### config.mk
export PLATFORM = sky130hd
export DESIGN_NAME = aes_mix_columns_iter
export DESIGN_NICKNAME = d
export VERILOG_FILES = /design/src/rtl/aes_pkg.sv /design/src/rtl/aes_mix_single_column.sv /design/src/rtl/aes_mix_columns_iter.sv
export SDC_FILE = /design/constraint.sdc
export NUM_CORES = 1
export LEC_CHECK = 0
export CAP_MARGIN = 20
export CORE_ASPECT_RATIO = 1.1
export CORE_MARGIN = 2
export CORE_UTILIZATION = 45
export DETAILED_ROUTE_END_ITERATION = 10
export PLACE_DENSITY = 0.69
export SYNTH_ARGS = -nofsm -noshare
export SYNTH_HDL_FRONTEND = slang
export SYNTH_SLANG_ARGS = --single-unit
### constraint.sdc
create_clock -name clk_i -period 8.6 [get_ports clk_i]
set_input_delay 1.72 -clock clk_i [delete_from_list [all_inputs] [get_ports clk_i]]
set_output_delay 1.72 -clock clk_i [all_outputs]
set_load 0.1 [all_outputs]
### src/rtl/aes_pkg.sv
// Shared AES datapath definitions: op encoding, iterative
// MixColumns FSM states and byte/GF(2^8) helper functions.
package aes_pkg;

    localparam int AES_OP_WIDTH = 2;

    typedef enum logic [AES_OP_WIDTH-1:0] {
        CIPH_FWD = 2'b01,
        CIPH_INV = 2'b10
    } aes_op_e;

    // One-hot style sparse encoding; unknown codes recover to IDLE.
    typedef enum logic [2:0] {
        IDLE = 3'b001,
        BUSY = 3'b010,
        DONE = 3'b100
    } aes_mc_iter_state_e;

    // Swap row-major <-> column-major byte order of a 4x4 state.
    function automatic logic [127:0] aes_transpose(
        input logic [127:0] d
    );
        logic [127:0] t;
        t = '0;
        for (int r = 0; r < 4; r++) begin
            for (int c = 0; c < 4; c++) begin
                t[8*(4*c+r) +: 8] = d[8*(4*r+c) +: 8];
            end
        end
        return t;
    endfunction

    // Multiply by x in GF(2^8), reduction polynomial 0x11B.
    function automatic logic [7:0] aes_mul2(
        input logic [7:0] b
    );
        return {b[6:0], 1'b0} ^ (b[7] ? 8'h1b : 8'h00);
    endfunction

endpackage

### src/rtl/aes_mix_single_column.sv
// Combinational single-column MixColumns / InvMixColumns mixer.
// Ports: op_i (CIPH_FWD = forward, else inverse), data_i/data_o
// one column, row r at bits [8r+:8].
module aes_mix_single_column
    import aes_pkg::*;
(
    input  logic [1:0]  op_i,
    input  logic [31:0] data_i,
    output logic [31:0] data_o
);

    logic [7:0] a  [4];
    logic [7:0] x2 [4];
    logic [7:0] x4 [4];
    logic [7:0] x8 [4];

    always_comb begin
        for (int r = 0; r < 4; r++) begin
            a[r]  = data_i[8*r +: 8];
            x2[r] = aes_mul2(a[r]);
            x4[r] = aes_mul2(x2[r]);
            x8[r] = aes_mul2(x4[r]);
        end
    end

    always_comb begin
        data_o = '0;
        for (int r = 0; r < 4; r++) begin
            if (op_i == CIPH_FWD) begin
                // 2a0 ^ 3a1 ^ a2 ^ a3, rotated per row
                data_o[8*r +: 8] = x2[r]
                    ^ x2[(r+1)%4] ^ a[(r+1)%4]
                    ^ a[(r+2)%4]
                    ^ a[(r+3)%4];
            end else begin
                // 14a0 ^ 11a1 ^ 13a2 ^ 9a3, rotated per row
                data_o[8*r +: 8] =
                    (x8[r] ^ x4[r] ^ x2[r])
                    ^ (x8[(r+1)%4] ^ x2[(r+1)%4] ^ a[(r+1)%4])
                    ^ (x8[(r+2)%4] ^ x4[(r+2)%4] ^ a[(r+2)%4])
                    ^ (x8[(r+3)%4] ^ a[(r+3)%4]);
            end
        end
    end

endmodule

### src/rtl/aes_mix_columns_iter.sv
// Iterative MixColumns engine: ColsPerCycle columns per clock.
// Ports: clk_i, rst_ni, in_valid_i/in_ready_o, op_i, data_i,
// out_valid_o/out_ready_i, data_o (row-major), busy_o.
module aes_mix_columns_iter
    import aes_pkg::*;
#(
    parameter int ColsPerCycle = 1
) (
    input  logic         clk_i,
    input  logic         rst_ni,
    input  logic         in_valid_i,
    output logic         in_ready_o,
    input  logic [1:0]   op_i,
    input  logic [127:0] data_i,
    output logic         out_valid_o,
    input  logic         out_ready_i,
    output logic [127:0] data_o,
    output logic         busy_o
);

    localparam int NumBeats = 4 / ColsPerCycle;
    localparam int BeatW = (NumBeats > 1) ? $clog2(NumBeats) : 1;

    if (!(ColsPerCycle == 1 || ColsPerCycle == 2 ||
          ColsPerCycle == 4)) begin : g_bad_cfg
        $error("ColsPerCycle must be 1, 2 or 4");
    end

    aes_mc_iter_state_e state_q;
    logic [BeatW-1:0]   beat_q;
    logic [127:0]       work_q;
    aes_op_e            op_q;

    logic [1:0]   col_idx [ColsPerCycle];
    logic [31:0]  col_in  [ColsPerCycle];
    logic [31:0]  col_out [ColsPerCycle];
    logic [127:0] work_mixed;

    // Working register is column-major, so column c is [32c+:32].
    always_comb begin
        for (int g = 0; g < ColsPerCycle; g++) begin
            col_idx[g] = 2'(int'(beat_q) * ColsPerCycle + g);
            col_in[g]  = work_q[32*col_idx[g] +: 32];
        end
    end

    for (genvar g = 0; g < ColsPerCycle; g++) begin : g_mix
        aes_mix_single_column u_mix (
            .op_i   (op_q),
            .data_i (col_in[g]),
            .data_o (col_out[g])
        );
    end

    always_comb begin
        work_mixed = work_q;
        for (int g = 0; g < ColsPerCycle; g++) begin
            work_mixed[32*col_idx[g] +: 32] = col_out[g];
        end
    end

    always_ff @(posedge clk_i or negedge rst_ni) begin
        if (!rst_ni) begin
            state_q     <= IDLE;
            beat_q      <= '0;
            work_q      <= '0;
            op_q        <= CIPH_FWD;
            in_ready_o  <= 1'b1;
            out_valid_o <= 1'b0;
            data_o      <= '0;
            busy_o      <= 1'b0;
        end else begin
            case (state_q)
                IDLE: begin
                    if (in_valid_i) begin
                        work_q     <= aes_transpose(data_i);
                        op_q       <= aes_op_e'(op_i);
                        beat_q     <= '0;
                        state_q    <= BUSY;
                        in_ready_o <= 1'b0;
                        busy_o     <= 1'b1;
                    end
                end
                BUSY: begin
                    work_q <= work_mixed;
                    if (beat_q == BeatW'(NumBeats - 1)) begin
                        beat_q      <= '0;
                        state_q     <= DONE;
                        out_valid_o <= 1'b1;
                        // Includes this cycle's columns.
                        data_o <= aes_transpose(work_mixed);
                    end else begin
                        beat_q <= beat_q + 1'b1;
                    end
                end
                DONE: begin
                    if (out_ready_i) begin
                        state_q     <= IDLE;
                        out_valid_o <= 1'b0;
                        in_ready_o  <= 1'b1;
                        busy_o      <= 1'b0;
                    end
                end
                default: begin
                    state_q     <= IDLE;
                    beat_q      <= '0;
                    out_valid_o <= 1'b0;
                    in_ready_o  <= 1'b1;
                    busy_o      <= 1'b0;
                end
            endcase
        end
    end

endmodule
==> results of run 1 <==
worst paths after layout:
check / start / end / slack (ns) / cells after the start
setup / recovery: beat_q[0] / data_o[101] / 4.14 / 9
hold reg to reg: data_o[55] / data_o[55] / 0.49 / 2
min in group asynchronous: rst_ni / data_o[42] / 1.14 / 1
hold / removal: data_o[55] / data_o[55] / 0.49 / 2
max in group asynchronous: rst_ni / work_q[116] / 5.51 / 3
setup reg to reg: beat_q[0] / data_o[101] / 4.14 / 9
worst reg2reg max path, cell delays in order, from the launching register on:
cell and delay, ns:
dfrtp_2 0.69, buf_4 0.58, mux4_2 0.81, xnor2_2 0.47
xnor3_1 0.51, xnor3_1 0.38, mux2i_4 0.25, xor2_1 0.41
a221oi_1 0.15, nor2_1 0.14
per-stage QoR:
step / utilization, % / instances / cell area [um2] / hold WS [ns] / worst slack, ns
2_1_floorplan: - / 1448 / 15200 / 0.481 / 5.28
3_3_place_gp: 54.4 / 2046 / 18100 / 0.465 / 4.13
3_5_place_dp: 54.4 / 2046 / 18100 / 0.476 / 4.03
4_1_cts: 57.6 / 2098 / 19200 / 0.496 / 4.14
5_1_grt: 57.6 / 2098 / 19200 / 0.512 / 3.81
6_report: 57.6 / 2098 / 19200 / 0.492 / 4.14
registers in the layout, indices dropped and copies added, names as in the netlist:
signal       flops
busy_o           1
out_valid_o      1
state_q          3
data_o         128
work_q         128
op_q             2
beat_q           2
in_ready_o       1
area by class of cell:
cell class                 count  share of cell area, %
tap                          432                   2.82
sequential                   266                   34.8
clock buffer                  41                   4.38
multi-input combinational   1053                   42.1
clock inverter                11                   1.06
timing repair buffer         287                   14.7
inverter                       8                  0.157
Yosys cell counts, types with 2 or more instances:
cell type  count  share of area [%]
and3_1        27                1.1
a22oi_1      153                7.5
o21a_1         7               0.35
xor2_2         3               0.32
xor3_1         4               0.62
buf_1          3              0.074
dfrtp_1      263                 43
mux2_2         3               0.22
nor2b_1        4               0.16
o21ai_1       29               0.95
xnor3_1       29                4.3
nand2_1       63                1.6
nor3_1         2              0.066
o21ai_0      173                5.7
inv_1          8               0.20
mux2i_1        4               0.26
a21oi_2        6               0.35
dfstp_2        3               0.52
o21ai_2        2               0.12
a221oi_1      56                3.2
buf_6          5               0.37
clkbuf_1      90                2.2
buf_4          6               0.30
xnor2_4        5               0.90
ha_1           6               0.49
and2_1         2              0.082
xor2_1        40                2.3
nor2_1       153                3.8
nor4_1         3               0.12
xnor2_2       14                1.5
mux4_2        32                4.7
xnor2_1      132                7.6
nand3_1        2              0.066
a21oi_1       67                2.2
xnor3_2        2               0.31
a21o_1         2              0.099
buf_2         15               0.49
nand2b_1      18               0.74
cells by family (layout without fill, tap and decap cells):
group                      count (synthesis)  in the layout
AOI/OAI and AO/OA                        500            500
xor gates and xnor gates                 229            229
adders and majority gates                  6              6
buffers and inverters                    129            347
DFF                                      266            266
muxes                                     40             40
and+or+nand+nor                          278            278
metal layers:
| layer | vias up | global-route usage [%] | wire [um] |
|---|---|---|---|
| met5 | - | 0 | 0 |
| met1 | 6589 | 41.7 | 20800 |
| met2 | 876 | 49.4 | 26000 |
| met4 | 0 | 10.0 | 1800 |
| met3 | 132 | 5.69 | 5420 |
| li1 | 5637 | - | - |
==> results.toml, run 1 <==
[synth]
syn-instance-count = 1448
synth-seq-area-share_pct = 43.7
synth.yosys.warnings = 0
synth_xor_area_share_pct = 17.8
synth_fa_ha_area_share_pct = 0.493
synth-simple-area-share_pct = 7.86
avgSynthCellArea_um2 = 10.5
synth.area.mux_share_pct = 5.37
synth_cell_types = 50
ys_ff_latch = 266
synth_top_family_by_area = "compound AO/OA/AOI/OAI gates"
synthArstFlopShare_pct = 100
synth_compound_area_share_pct = 20.8
synth_area_um2 = 15200
synthesis.nets = 1588
synth_edf_count = 0
dominantRegCellSynth = "dfrtp_1"

[clocking]
numCtsBuffers = 28
cts_tree = "yes"
post_cts_buffers = 0
root_buffer = "clkbuf_16"
clkLatencyLatePin_ns = 0.57
cts.hold.buffers_added = 0
cts_max_level = 1
cts_resized = 0
clock_sinks = 266
clk_pin_slew_ns = 0.07
clk_path_buf_depth = 3

[worst_setup_path]
critPathRequiredTime_ns = 9.10
critPathMostFrequentCell = "xnor3_1"
path_max_fanout = 28
critical_path_class = "register to register"
cp_cell_sequence = "buf_4 -> mux4_2 -> xnor2_2 -> xnor3_1 -> xnor3_1 -> mux2i_4 -> xor2_1 -> a221oi_1 -> nor2_1"
crit_family = "XOR/XNOR gates"
critPathMaxStageDelay_ns = 0.79
cpMaxStageDelayCell = "mux4_2"
cp_num_buf_inv = 1
crit_path_end_kind = "register"
cp-start-kind = "register"
arrival_ns = 4.96

[global_route]
antenna_found_initial = 2
grt_start_max_net_pins = 107
grt_overflow = 0
grt_pass1_wl_mm = 81.3
first_global_vias = 13087
grtUsageTotal_pct = 30.6

[worst_hold_path]
hp-class = "register to register"

[placement]
hpwl_mm = 36.0
io_buffer_count = 264
place.gp.congestion = 0.949

[final_layout]
seqCellArea_um2 = 6660
drive_gt1_share_pct = 9.48
fillCellCount = 2818
final_common_cell = "clkdlybuf4s50_1"
final_net_count = 1784
num_antenna_cells = 0
synthToLayoutAreaGrowth_pct = 25.8
final_cell_mix = "clkdlybuf4s50_1 (263), dfrtp_1 (262), o21ai_0 (173)"
multi_input_area_um2 = 8060

[floorplan]
start_util_pct = 45.8
fp.dieH_um = 197
dieArea_um2 = 35300
io_pins = 265
rows = 70
core_um2 = 33300
die_w_um = 179

[timing]
min_period_ns = 4.46
setup_viol = 0
fmax_ghz = 0.224
clock_skew_ns = 0.0140
rsz0062_at_grt = "false"
timing.slew.headroom_pct = 20.2
tns_ns = 0
finalHoldViolCount = 0
tightest_slew_ns = 1.19
min_period_over_period_pct = 51.9
slew_viol_final = 0

[drt]
wl_per_cell_um = 25.8
ant_nets = 0
drtIter0Drc = 1853
vias = 13234
vias_per_cell = 6.31
remaining_drc_errors = 0
first_pass_iters = 6
wirelength_mm = 54.0

[flow_run]
drv_cap = 0

[run_status]
outcome = "complete, no violations"
Power of run 1 is left out: the tool's default activity adds up to more than one toggle a clock period on the data nets, which glitch-free logic cannot reach.
==> run 2: changes to the inputs <==
clock period = 4.6 ns   (was 8.6 ns; I/O delays follow)
==> run 2 against run 1 <==
  * Sequential share of layout area fell by 0.12 points
  * Sequential cell count did not move
  * Die area did not move
  * Global-route usage rose by 0.21 points
  * Cell count rose by 0.81%
  * Clock skew rose by 0.014 ns
  * Non-clock buffer count rose by 19
  * First-iteration DRC count fell by 18%
  * Routed wire length rose by 0.60%
  * Via count fell by 1.2%
  * Largest cell class unchanged
  * Highest routed layer unchanged
==> results.toml, run 2 (synthesized netlist as in run 1, its figures left out) <==
[global_route]
grt_start_max_net_pins = 108
first_global_vias = 13492
grt_overflow = 0
grt_pass1_wl_mm = 81.7
grtUsageTotal_pct = 30.8
antenna_found_initial = 0

[final_layout]
num_antenna_cells = 0
drive_gt1_share_pct = 10.3
synthToLayoutAreaGrowth_pct = 26.2
final_common_cell = "clkdlybuf4s50_1"
final_cell_mix = "clkdlybuf4s50_1 (263), dfrtp_1 (262), o21ai_0 (173)"
top_regs = "data_o (128), work_q (128), state_q (3)"
final_net_count = 1803

[run_status]
outcome = "complete, no violations"

[timing]
fmax_ghz = 0.250
rsz0062_at_grt = "false"
tns_ns = 0
finalHoldViolCount = 0
tightest_slew_ns = 1.19
min_period_over_period_pct = 87.1
slew_viol_final = 0
clock_skew_ns = 0.0282
timing.slew.headroom_pct = 20.5
setup_viol = 0
min_period_ns = 4.01

[drt]
top_layer = "met4"
wirelength_mm = 54.4
ant_nets = 0
vias = 13081
met3_length_mm = 5.47
wl_met2_mm = 25.8
first_pass_iters = 6
wl_per_cell_um = 25.7
remaining_drc_errors = 0
drt-met1-wl_mm = 21.1
vias_per_cell = 6.18
drtIter0Drc = 1516

[floorplan]
rows = 70
io_pins = 265
fp.dieH_um = 197
dieArea_um2 = 35300
die_w_um = 179
start_util_pct = 45.8
core_um2 = 33300

[worst_setup_path]
cp-start-kind = "register"
arrival_ns = 4.40
crit_path_end_kind = "register"
critPathRequiredTime_ns = 4.99
critical_path_class = "register to register"
path_max_fanout = 25

[clocking]
cts.hold.buffers_added = 0
cts_tree = "yes"
cts_max_level = 1
clk_path_buf_depth = 3
clkLatencyLatePin_ns = 0.56
root_buffer = "clkbuf_16"
post_cts_buffers = 0
clk_pin_slew_ns = 0.06
clock_sinks = 266
cts_resized = 0
numCtsBuffers = 28

[flow_run]
drv_cap = 0

[placement]
hpwl_mm = 37.3
io_buffer_count = 264
place.gp.congestion = 0.944

[worst_hold_path]
hp-class = "input pin to async pin"
## run 2: layer usage
layer / vias up / track usage (%)
li1: 5677 / -
met1: 6469 / 40.8
met2: 777 / 48.8
met3: 158 / 7.97
met4: 0 / 11.4
met5: - / 0
## run 2: worst paths after layout
check / cells after the start / from / slack, ns / endpoint
setup / recovery: 8 / beat_q[0] / 0.59 / work_q[13]
hold / removal: 1 / rst_ni / 0.44 / data_o[42]
setup reg to reg: 8 / beat_q[0] / 0.59 / work_q[13]
hold reg to reg: 2 / data_o[55] / 0.49 / data_o[55]
max in group asynchronous: 2 / rst_ni / 3.19 / work_q[23]
min in group clk_i: 2 / data_o[55] / 0.49 / data_o[55]
## run 2: stage by stage
stage	instance area, um2	instances	hold WS [ns]	utilization, %	setup slack, ns
global placement	18300	2064	0.466	54.9	0.640
floorplan	15200	1448	0.481	-	1.28
global route	19200	2115	0.502	57.8	0.375
detailed placement	18300	2065	0.477	55.0	0.620
CTS	19200	2115	0.478	57.8	0.624
finish	19200	2115	0.435	57.8	0.592
## run 2: final cells by class
type	count	area [um2]
clock buffer	42	855
fill	2896	14100
tap	432	541
timing repair buffer	306	3020
sequential	266	6660
inverter	8	30.0
clock inverter	8	55.1
multi-input combinational	1053	8060
## run 2: worst max-delay path, stage by stage (launching register included)
cell	delay, ns
dfrtp_2	0.64
buf_12	0.28
mux4_2	0.71
xnor2_2	0.34
xnor3_1	0.55
xnor3_1	0.47
mux2i_4	0.12
xnor2_1	0.52
o21ai_0	0.20
Power of run 2 is left out for the same reason.
